### config.mk
export PLATFORM = sky130hd
export DESIGN_NAME = lb_arbiter
export DESIGN_NICKNAME = d
export VERILOG_FILES = /design/src/rtl/lb_arbiter.sv
export SDC_FILE = /design/constraint.sdc
export NUM_CORES = 1
export LEC_CHECK = 0
export ABC_CLOCK_PERIOD_IN_PS = 2060
export CORE_MARGIN = 10
export CORE_UTILIZATION = 31
export DETAILED_ROUTE_END_ITERATION = 16
export PLACE_DENSITY = 0.77
export SLEW_MARGIN = 40
export SYNTH_ARGS = -nofsm -noshare
export SYNTH_HDL_FRONTEND = slang
export SYNTH_SLANG_ARGS = --single-unit
### constraint.sdc
create_clock -name clk -period 2.06 [get_ports clk]
set_clock_uncertainty 0.2 [all_clocks]
set_input_delay 0.412 -clock clk [delete_from_list [all_inputs] [get_ports clk]]
set_output_delay 0.412 -clock clk [all_outputs]
set_load 0.1 [all_outputs]
### src/rtl/lb_arbiter.sv
// Round-robin arbiter sharing one CSR slave port between two local-bus masters, one whole transaction at a time.
// Grant registered: slave sees the request 1 cycle later; slave stalls via s_wready, missing s_rvalid ends in a timeout response.
module lb_arbiter #(
   parameter int ADDR_W  = 8,
   parameter int DATA_W  = 16,
   parameter int STRB_W  = DATA_W/8,
   parameter int TIMEOUT = 255
) (
   input  logic              clk,
   input  logic              rst,

   input  logic [ADDR_W-1:0] m0_waddr,
   input  logic [DATA_W-1:0] m0_wdata,
   input  logic [STRB_W-1:0] m0_wstrb,
   input  logic              m0_wen,
   output logic              m0_wready,
   input  logic [ADDR_W-1:0] m0_raddr,
   input  logic              m0_ren,
   output logic [DATA_W-1:0] m0_rdata,
   output logic              m0_rvalid,

   input  logic [ADDR_W-1:0] m1_waddr,
   input  logic [DATA_W-1:0] m1_wdata,
   input  logic [STRB_W-1:0] m1_wstrb,
   input  logic              m1_wen,
   output logic              m1_wready,
   input  logic [ADDR_W-1:0] m1_raddr,
   input  logic              m1_ren,
   output logic [DATA_W-1:0] m1_rdata,
   output logic              m1_rvalid,

   output logic [ADDR_W-1:0] s_waddr,
   output logic [DATA_W-1:0] s_wdata,
   output logic [STRB_W-1:0] s_wstrb,
   output logic              s_wen,
   input  logic              s_wready,
   output logic [ADDR_W-1:0] s_raddr,
   output logic              s_ren,
   input  logic [DATA_W-1:0] s_rdata,
   input  logic              s_rvalid,

   output logic [1:0]        gnt,
   output logic              timeout_err
);

   localparam int CNT_W = 16;

   typedef enum logic [1:0] {
      IDLE     = 2'd0,
      WR       = 2'd1,
      RD_ISSUE = 2'd2,
      RD_WAIT  = 2'd3
   } state_t;

   state_t            state_q, state_d;
   logic [1:0]        gnt_q, gnt_d;
   logic              last_q, last_d;
   logic [CNT_W-1:0]  cnt_q, cnt_d;
   logic [ADDR_W-1:0] raddr_q, raddr_d;

   logic              req0, req1;
   logic              pick1;
   logic              sel;
   logic              g_wen;
   logic              done;
   logic [1:0]        wready_c;
   logic [1:0]        rvalid_c;
   logic [DATA_W-1:0] rdata_c;

   assign req0  = m0_wen | m0_ren;
   assign req1  = m1_wen | m1_ren;
   // On a tie m1 wins only if m0 owned the previous completed transaction.
   assign pick1 = req1 & (~req0 | ~last_q);
   assign sel   = gnt_q[1];
   assign g_wen = sel ? m1_wen : m0_wen;

   always_comb begin
      state_d     = state_q;
      gnt_d       = gnt_q;
      last_d      = last_q;
      cnt_d       = cnt_q;
      raddr_d     = raddr_q;
      s_waddr     = '0;
      s_wdata     = '0;
      s_wstrb     = '0;
      s_wen       = 1'b0;
      s_raddr     = '0;
      s_ren       = 1'b0;
      wready_c    = 2'b00;
      rvalid_c    = 2'b00;
      rdata_c     = '0;
      timeout_err = 1'b0;
      done        = 1'b0;

      case (state_q)
         IDLE: begin
            if (req0 || req1) begin
               gnt_d   = pick1 ? 2'b10 : 2'b01;
               raddr_d = pick1 ? m1_raddr : m0_raddr;
               state_d = (pick1 ? m1_wen : m0_wen) ? WR : RD_ISSUE;
            end
         end
         WR: begin
            if (!g_wen) begin
               state_d = IDLE;
               gnt_d   = 2'b00;
            end else begin
               s_wen   = 1'b1;
               s_waddr = sel ? m1_waddr : m0_waddr;
               s_wdata = sel ? m1_wdata : m0_wdata;
               s_wstrb = sel ? m1_wstrb : m0_wstrb;
               if (s_wready) begin
                  wready_c = gnt_q;
                  done     = 1'b1;
               end
            end
         end
         RD_ISSUE: begin
            s_ren   = 1'b1;
            s_raddr = raddr_q;
            cnt_d   = '0;
            state_d = RD_WAIT;
         end
         RD_WAIT: begin
            s_raddr = raddr_q;
            cnt_d   = cnt_q + CNT_W'(1);
            if (s_rvalid) begin
               rvalid_c = gnt_q;
               rdata_c  = s_rdata;
               done     = 1'b1;
            end else if (cnt_q == CNT_W'(TIMEOUT)) begin
               rvalid_c    = gnt_q;
               timeout_err = 1'b1;
               done        = 1'b1;
            end
         end
         default: state_d = IDLE;
      endcase

      if (done) begin
         last_d  = sel;
         state_d = IDLE;
         gnt_d   = 2'b00;
      end

      // Synchronous reset also squashes any response pulse in the reset cycle.
      if (rst) begin
         state_d     = IDLE;
         gnt_d       = 2'b00;
         last_d      = 1'b1;
         cnt_d       = '0;
         raddr_d     = '0;
         s_waddr     = '0;
         s_wdata     = '0;
         s_wstrb     = '0;
         s_wen       = 1'b0;
         s_raddr     = '0;
         s_ren       = 1'b0;
         wready_c    = 2'b00;
         rvalid_c    = 2'b00;
         rdata_c     = '0;
         timeout_err = 1'b0;
      end
   end

   always_ff @(posedge clk) begin
      state_q <= state_d;
      gnt_q   <= gnt_d;
      last_q  <= last_d;
      cnt_q   <= cnt_d;
      raddr_q <= raddr_d;
   end

   assign gnt       = gnt_q;
   assign m0_wready = wready_c[0];
   assign m1_wready = wready_c[1];
   assign m0_rvalid = rvalid_c[0];
   assign m1_rvalid = rvalid_c[1];
   assign m0_rdata  = rvalid_c[0] ? rdata_c : '0;
   assign m1_rdata  = rvalid_c[1] ? rdata_c : '0;

endmodule

## Word-level counts from Yosys, hierarchy flattened

Index checks and enable logic that the tools add are counted.

- Register bits after elaboration: 29
- Input port bits: 92
- Output and inout bits: 75
- Word-level logic and storage cells: 79

- Add/subtract/negate cells: 1
- Equal/unequal tests: 6
- Muxes and demuxes: 51
- Bitwise logic cells: 6
- Reduce and logical (&&, ||, !) cells: 10

Operators with widths:

| kind | count |
|---|---|
| two-way mux 16 bit | 9 |
| two-way mux 8 bit | 7 |
| two-way mux 2 bit | 17 |
| one-hot mux 16 bit (2 select lines) | 1 |
| adder 16 x 1 -> 16 bit (second input constant) | 1 |
| equality test 16 x 8 -> 1 bit (second input constant) | 1 |
| two-way mux 1 bit | 14 |
| one-hot mux 2 bit (3 select lines) | 1 |
| AND reduction 3 bit | 2 |
| equality test 2 bit (second input constant) | 2 |
| inequality test 2 bit (second input constant) | 2 |
| one-hot mux 2 bit (2 select lines) | 1 |
| nonzero test 2 bit | 2 |
| OR reduction 2 bit | 2 |
| bitwise OR 1 bit | 3 |
| nonzero test 3 bit | 1 |
| equality test 2 x 1 -> 1 bit (second input constant) | 1 |
| logical NOT 2 bit | 1 |
| inverter 1 bit | 2 |
| one-hot mux 1 bit (2 select lines) | 1 |
| AND reduction 2 bit | 1 |
| AND 1 bit | 1 |
| logical OR 1 bit | 1 |

## Depth between registers and ports, before layout

Gate-level depths: netlist of run 1.

- Word-level depth: 8
- Mapped depth: 7
- Mapped depth without buffers: 6

## Worst setup path after synthesis of run 1

No wires, ideal clock.

- Path kind: reg-to-output
- Start: register state_q[1]
- End: output timeout_err
- Arrival time: 3459 ps
- Data required time: 1448 ps
- Setup slack: -2011 ps
- Cell stages (with the launch flop): 5
- Cells stage by stage: dfxtp_1 -> ha_1 -> nand4_1 -> or4_4 -> nor3_1

- Cells in the longest elaborated chain, start to end: 3

Ends and longest elaborated chain:

| element | line | text |
|---|---|---|
| start: declaration | 55 | `state_t state_q, state_d;` |
| start signal: assignment | 167 | `state_q <= state_d;` |
| equality test 2 bit | 95 | `case (state_q)` |
| two-way mux 1 bit | 95 |  |
| two-way mux 1 bit | 147 | `if (rst) begin` |
| end: declaration | 43 | `output logic timeout_err` |

No other way between the ends.

## Final worst setup path of run 1

- Start: register cnt_q[15]
- End: output timeout_err

- Cells in the longest elaborated chain, start to end: 5

Ends and longest elaborated chain:

| element | line | text |
|---|---|---|
| start: declaration | 58 | `logic [CNT_W-1:0] cnt_q, cnt_d;` |
| start signal: assignment | 170 | `cnt_q <= cnt_d;` |
| equality test 16 x 8 -> 1 bit | 131 | `end else if (cnt_q == CNT_W'(TIMEOUT)) begin` |
| two-way mux 1 bit | 131 |  |
| two-way mux 1 bit | 127 | `if (s_rvalid) begin` |
| two-way mux 1 bit | 95 |  |
| two-way mux 1 bit | 147 |  |

No other way between the ends.

==> results.toml, run 1 <==
[finish]
layout_common_cells = "87 x clkdlybuf4s50_1, 86 x buf_12, 52 x buf_4, 40 x and2_4, 35 x mux2i_1"
final_common_cell = "clkdlybuf4s50_1"
n_fill_cell = 288
area_growth_syn_to_layout_pct = 173.1
layout.nets = 629
drive_above_1_share_pct = 50.47

[sta]
setup_ws_ns = -0.6451
relSlewSlack_pct = 68.52
clock.fmax_ghz = 0.3697
setup_violations = 79
final.period_utilization_pct = 131.3
final_max_slew_viol_count = 0
worstMarginPinSlew_ns = 0.4591
whs_ns = 0.3120
rsz0062_at_grt = "true"
fin_setup_tns_ns = -19.63
period_minus_slack_ns = 2.705
final_hold_viol_count = 0

[die]
die-area_sq_um = 11090
initial_utilization_pct = 31.46
dieWidth_microns = 105.3
fp.coreArea_sq_um = 7176
die_y_microns = 105.3
io_pins = 167
rows = 31

[clocking]
cts_tree = "done"
worstSkewPairLatency_ns = 0.30
cts_made_buffers = 5
clock_tree.buffer_depth = 2
clk_pin_slew_ns = 0.07
htree_levels = 2
clock_sinks = 29
cts-root-buf = "clkbuf_8"
ctsHoldBuffers = 0

[global_route]
grt_use_total_pct = 25.70
antenna_found_initial = 3
grt_pass1_wl_mm = 22.02
first_global_vias = 3472
gr-total-overflow = 0
grt_max_degree = 21

[route]
wl_per_cell_microns = 27.37
drt_iter0_markers = 272
firstDrtPassIters = 5
ant_nets = 0
wl_mm = 17.38
vias_per_cell = 5.573
drc_errors = 0
via_count = 3539

[synth]
syn-cell-area_sq_um = 2257
avgSynthCellArea_sq_um = 7.474
synth_top_area_share_pct = 25.72
synth_cell_type_count = 38
ys_seq_area_share_pct = 25.72
yosys_warnings = 0
synth_seq_cells = 29
synth_area_leaders = "dfxtp_1 26%, mux2i_1 16%, and2_1 11%"
synth_top_area_cell = "dfxtp_1"
synth_nets = 399
synthCells = 302

[critical_path]
crit_start = "cnt_q[15]"
timing.critical_path.arrival_ns = 2.09
rrSetupSlack_ns = -0.21
worstReg2RegStart = "cnt_q[15]"
crit_required_ns = 1.45
endpoint_kind = "output port"
timing.critical_path.from_type = "flop"
path_class = "reg2out"
cp_max_fo = 4

[hold_path]
hold_path.class = "reg2reg"
hp-start = "raddr_q[5]"

[placed_design]
gp_congestion = 0.8194
dpl.hpwl_mm = 10.75
io_buffers = 166

[outcome]
status = "finished with violations"
failed_checks = "negative setup slack"

[pwr]
ir_worst_vdd_uv = 679.7
leakagePower_nw = 2.392
power_w = 0.004346
power.density_nw_per_um2 = 705.0

[run]
cap_viol_max_count = 0
## final cells by class
cell class / instances / area [sq um] / share of cell area [%]
Clock inverter: 1 / 5.005 / 0.08119
Clock buffer: 7 / 96.34 / 1.563
Multi-Input combinational cell: 249 / 2107 / 34.18
Tap cell: 99 / 123.9 / 2.009
Timing Repair Buffer: 240 / 3198 / 51.88
Sequential cell: 29 / 594.3 / 9.641
Inverter: 7 / 32.53 / 0.5277
Antenna cell: 3 / 7.507 / 0.1218
## Yosys cell counts
master and n:
nand2b_2 1, or2_2 3, a21oi_1 20, ha_1 5, or3_1 5, nor2_1 50
a2bb2oi_1 1, nand3b_1 1, nor3b_1 1, clkbuf_1 10, dfxtp_1 29, a211oi_1 9
o21ai_0 7, nor4_1 1, nor2b_1 4, o211ai_1 5, a221oi_1 1, nand4b_1 1
nand2_1 17, mux2_2 3, nand2b_1 9, inv_1 7, nor3_1 3, and3_1 2
and2_1 40, and3_4 1, a311oi_1 4, xnor2_1 1, buf_1 6, or4_1 3
or4_4 1, nor3_2 1, a21boi_0 1, mux2i_1 35, nand3_1 5, nand4_1 5
a31oi_1 3, buf_2 1
## sequential cells by signal, summed over array words and instances (netlist names)
name	flops
state_q	2
gnt	2
raddr_q	8
last_q	1
cnt_q	16
## repair_timing
action,in CTS,in global routing
endpoints found under the setup margin,78,90
cloned,3,0
gates resized for setup,43,20
pin swaps,20,18
setup buffers,7,20
## logic make-up after synthesis
kind of cell,count (synthesis),synth area share (%)
AOI/OAI and AO/OA,51,14.14
adders and majority gates,5,2.772
DFF,29,25.72
buffers and inverters,24,4.047
xor gates and xnor gates,1,0.3881
muxes,38,17.02
and+or+nand+nor,154,35.92
## power breakdown
| group | switching, W | internal, W | total, W |
|---|---|---|---|
| Sequential | 0.000108 | 0.000680 | 0.000788 |
| Clock | 0.000239 | 0.000302 | 0.000541 |
| Combinational | 0.00168 | 0.00134 | 0.00302 |
## path summary, 6_finish.rpt
| kind | to | cells after the start |
|---|---|---|
| worst max-delay path | timeout_err | 4 |
| worst min-delay path | raddr_q[5] | 2 |
| worst min register to register | raddr_q[5] | 2 |
| worst max register to register | last_q | 6 |
## routing by layer
layer  up-vias  global-route usage, %  wire length, microns
li1       1519                      -                     -
met1      1713                  25.58                  6136
met2       239                  48.27                  8920
met3        68                  6.760                  1269
met4         0                  12.35                  1056
met5         -                      0                     0
## stage by stage
step | setup slack (ns) | utilization (%) | cells | instance area (sq um)
floorplan | -0.6725 | - | 302 | 2715
global placement | -0.3826 | 78.12 | 601 | 5605
detailed placement | -0.4093 | 78.12 | 601 | 5605
CTS | -0.6421 | 83.19 | 618 | 5969
global route | -0.6767 | 85.91 | 635 | 6165
finish | -0.6451 | 85.91 | 635 | 6165
## worst max-delay path: stages (launching register included)
cell     delay, ns
dfxtp_1       0.31
or4_4         0.52
or4_4         0.57
nor3_4        0.20
buf_12        0.20
No activity file was read; power rests on OpenSTA's default activity.
==> inputs of run 2 (changes only) <==
--- a/config.mk
+++ b/config.mk
@@ -9,8 +9,8 @@
 export CORE_MARGIN = 10
 export CORE_UTILIZATION = 31
 export DETAILED_ROUTE_END_ITERATION = 16
+export MAX_ROUTING_LAYER = met4
 export PLACE_DENSITY = 0.77
-export SLEW_MARGIN = 40
 export SYNTH_ARGS = -nofsm -noshare
 export SYNTH_HDL_FRONTEND = slang
 export SYNTH_SLANG_ARGS = --single-unit
==> run 2 against run 1 <==
Against the previous run:
- the flow still finishes with violations (negative setup slack)
- cell area rose by 0.12%
- fmax fell by 0.54%
- setup slack got worse by 0.015 ns
- hold slack improved by 0.0060 ns
- routed wire length rose by 1.5%
- global-route usage rose by 0.75 points
- sequential cell count did not move
- sequential share of layout area barely moved
- critical path type unchanged
- critical endpoint unchanged
==> results.toml, run 2 (synthesis results as in run 1) <==
[outcome]
status = "finished with violations"
failed_checks = "negative setup slack"

[critical_path]
critPathMaxStageDelay_ns = 0.56
rrSetupSlack_ns = -0.18
timing.critical_path.arrival_ns = 2.11
crit_start = "cnt_q[9]"
endpoint_kind = "output port"
timing.critical_path.from_type = "flop"
cp_slowest_cell = "or4_1"
path_class = "reg2out"
worstReg2RegStart = "cnt_q[9]"
crit_required_ns = 1.45
cp_cell_sequence = "or4_1 > or4_4 > nor3_4 > buf_12"
cp_max_fo = 4

[global_route]
antenna_found_initial = 3
grt_busiest_layer = "met2"
first_global_vias = 3479
grt_use_met2_pct = 48.18
gr-usage-met1_pct = 25.69
grt_max_degree = 21
use_met3_pct = 6.699
grt_use_total_pct = 26.44
grt_pass1_wl_mm = 22.02
gr-total-overflow = 0

[finish]
area_growth_syn_to_layout_pct = 173.4
layout_common_cells = "87 x clkdlybuf4s50_1, 86 x buf_12, 53 x buf_4, 40 x and2_4, 35 x mux2i_1"
drive_above_1_share_pct = 50.56
final_area_sq_um = 6172
reg_top3 = "cnt_q: 16 flops, raddr_q: 8 flops"
regMostFlops = "cnt_q"
layout.nets = 630
final_common_cell = "clkdlybuf4s50_1"
n_fill_cell = 303
fin_util_pct = 86.02
fin_cells = 636
largest_reg_flops = 16

[die]
initial_utilization_pct = 31.46
rows = 31
fp.coreArea_sq_um = 7176
die-area_sq_um = 11090
die_y_microns = 105.3
io_pins = 167
dieWidth_microns = 105.3

[pwr]
leakagePower_nw = 2.398
power_w = 0.004347
ir_worst_vdd_uv = 671.7
power.density_nw_per_um2 = 704.3

[sta]
setup_violations = 80
final_max_slew_viol_count = 0
rsz0062_at_grt = "true"
period_minus_slack_ns = 2.720
final_hold_viol_count = 0
relSlewSlack_pct = 71.51
final.period_utilization_pct = 132.0
whs_ns = 0.3179
clock.fmax_ghz = 0.3677
worstMarginPinSlew_ns = 0.4154
setup_ws_ns = -0.6597

[run]
cap_viol_max_count = 0

[hold_path]
hp-start = "raddr_q[5]"
hold_path.class = "reg2reg"

[clocking]
ctsHoldBuffers = 0
cts_tree = "done"
worstSkewPairLatency_ns = 0.30
htree_levels = 2
clock_sinks = 29
clk_pin_slew_ns = 0.06
cts_made_buffers = 5
cts-root-buf = "clkbuf_8"
clock_tree.buffer_depth = 2

[route]
drc_errors = 0
via_count = 3531
ant_nets = 0
drt_iter0_markers = 232
firstDrtPassIters = 5
wl_per_cell_microns = 27.75
vias_per_cell = 5.552
wl_mm = 17.65

[placed_design]
dp_cells = 601
dpl-instance-area_sq_um = 5605
dpl.hpwl_mm = 10.75
gp_congestion = 0.8316
io_buffers = 166
==> run 2: stage by stage <==
stage                     TNS (ns)  setup slack, ns
after floorplan             -12.34          -0.6725
after global placement      -25.11          -0.3826
after detailed placement    -27.79          -0.4093
after CTS                   -21.98          -0.6421
after global routing        -22.68          -0.7045
final                       -20.02          -0.6597
==> run 2: final cells by class <==
class / count / area (sq um) / area share (%)
diodes: 3 / 7.507 / 0.1216
clock buffers: 7 / 96.34 / 1.561
clock inverters: 1 / 5.005 / 0.08109
inverters: 7 / 32.53 / 0.5271
multi-input cells: 249 / 2107 / 34.14
flip-flops and latches: 29 / 594.3 / 9.629
well taps: 99 / 123.9 / 2.007
repair buffers: 241 / 3206 / 51.94
==> run 2: critical path, delay by kind of cell (launching register included) <==
family / cells / cell delay (ns)
buffers and inverters: 1 / 0.20
flip-flops: 1 / 0.32
AND/OR/NAND/NOR: 3 / 1.28
==> run 2: final timing paths <==
check / to / cells past startpoint
max: timeout_err / 4
min: raddr_q[5] / 2
max reg2reg: last_q / 6
min reg2reg: raddr_q[5] / 2
==> run 2: report_power, final <==
part / internal, W / switching [W]
Combinational: 0.00134 / 0.00168
Clock: 0.000302 / 0.000240
Sequential: 0.000680 / 0.000107
Total: 0.00232 / 0.00202
==> run 2: what timing repair did <==
action	in CTS	in global routing
setup buffers	7	21
setup endpoints to repair	78	90
pin swaps	20	18
resized for setup	43	20
gates cloned	3	0
==> run 2: per-layer routing <==
layer  routed length [microns]  part of all wire (%)
met1                      6205                    35
met2                      9164                    52
met3                      1364                   7.7
met4                       913                   5.2
met5                         0                     0
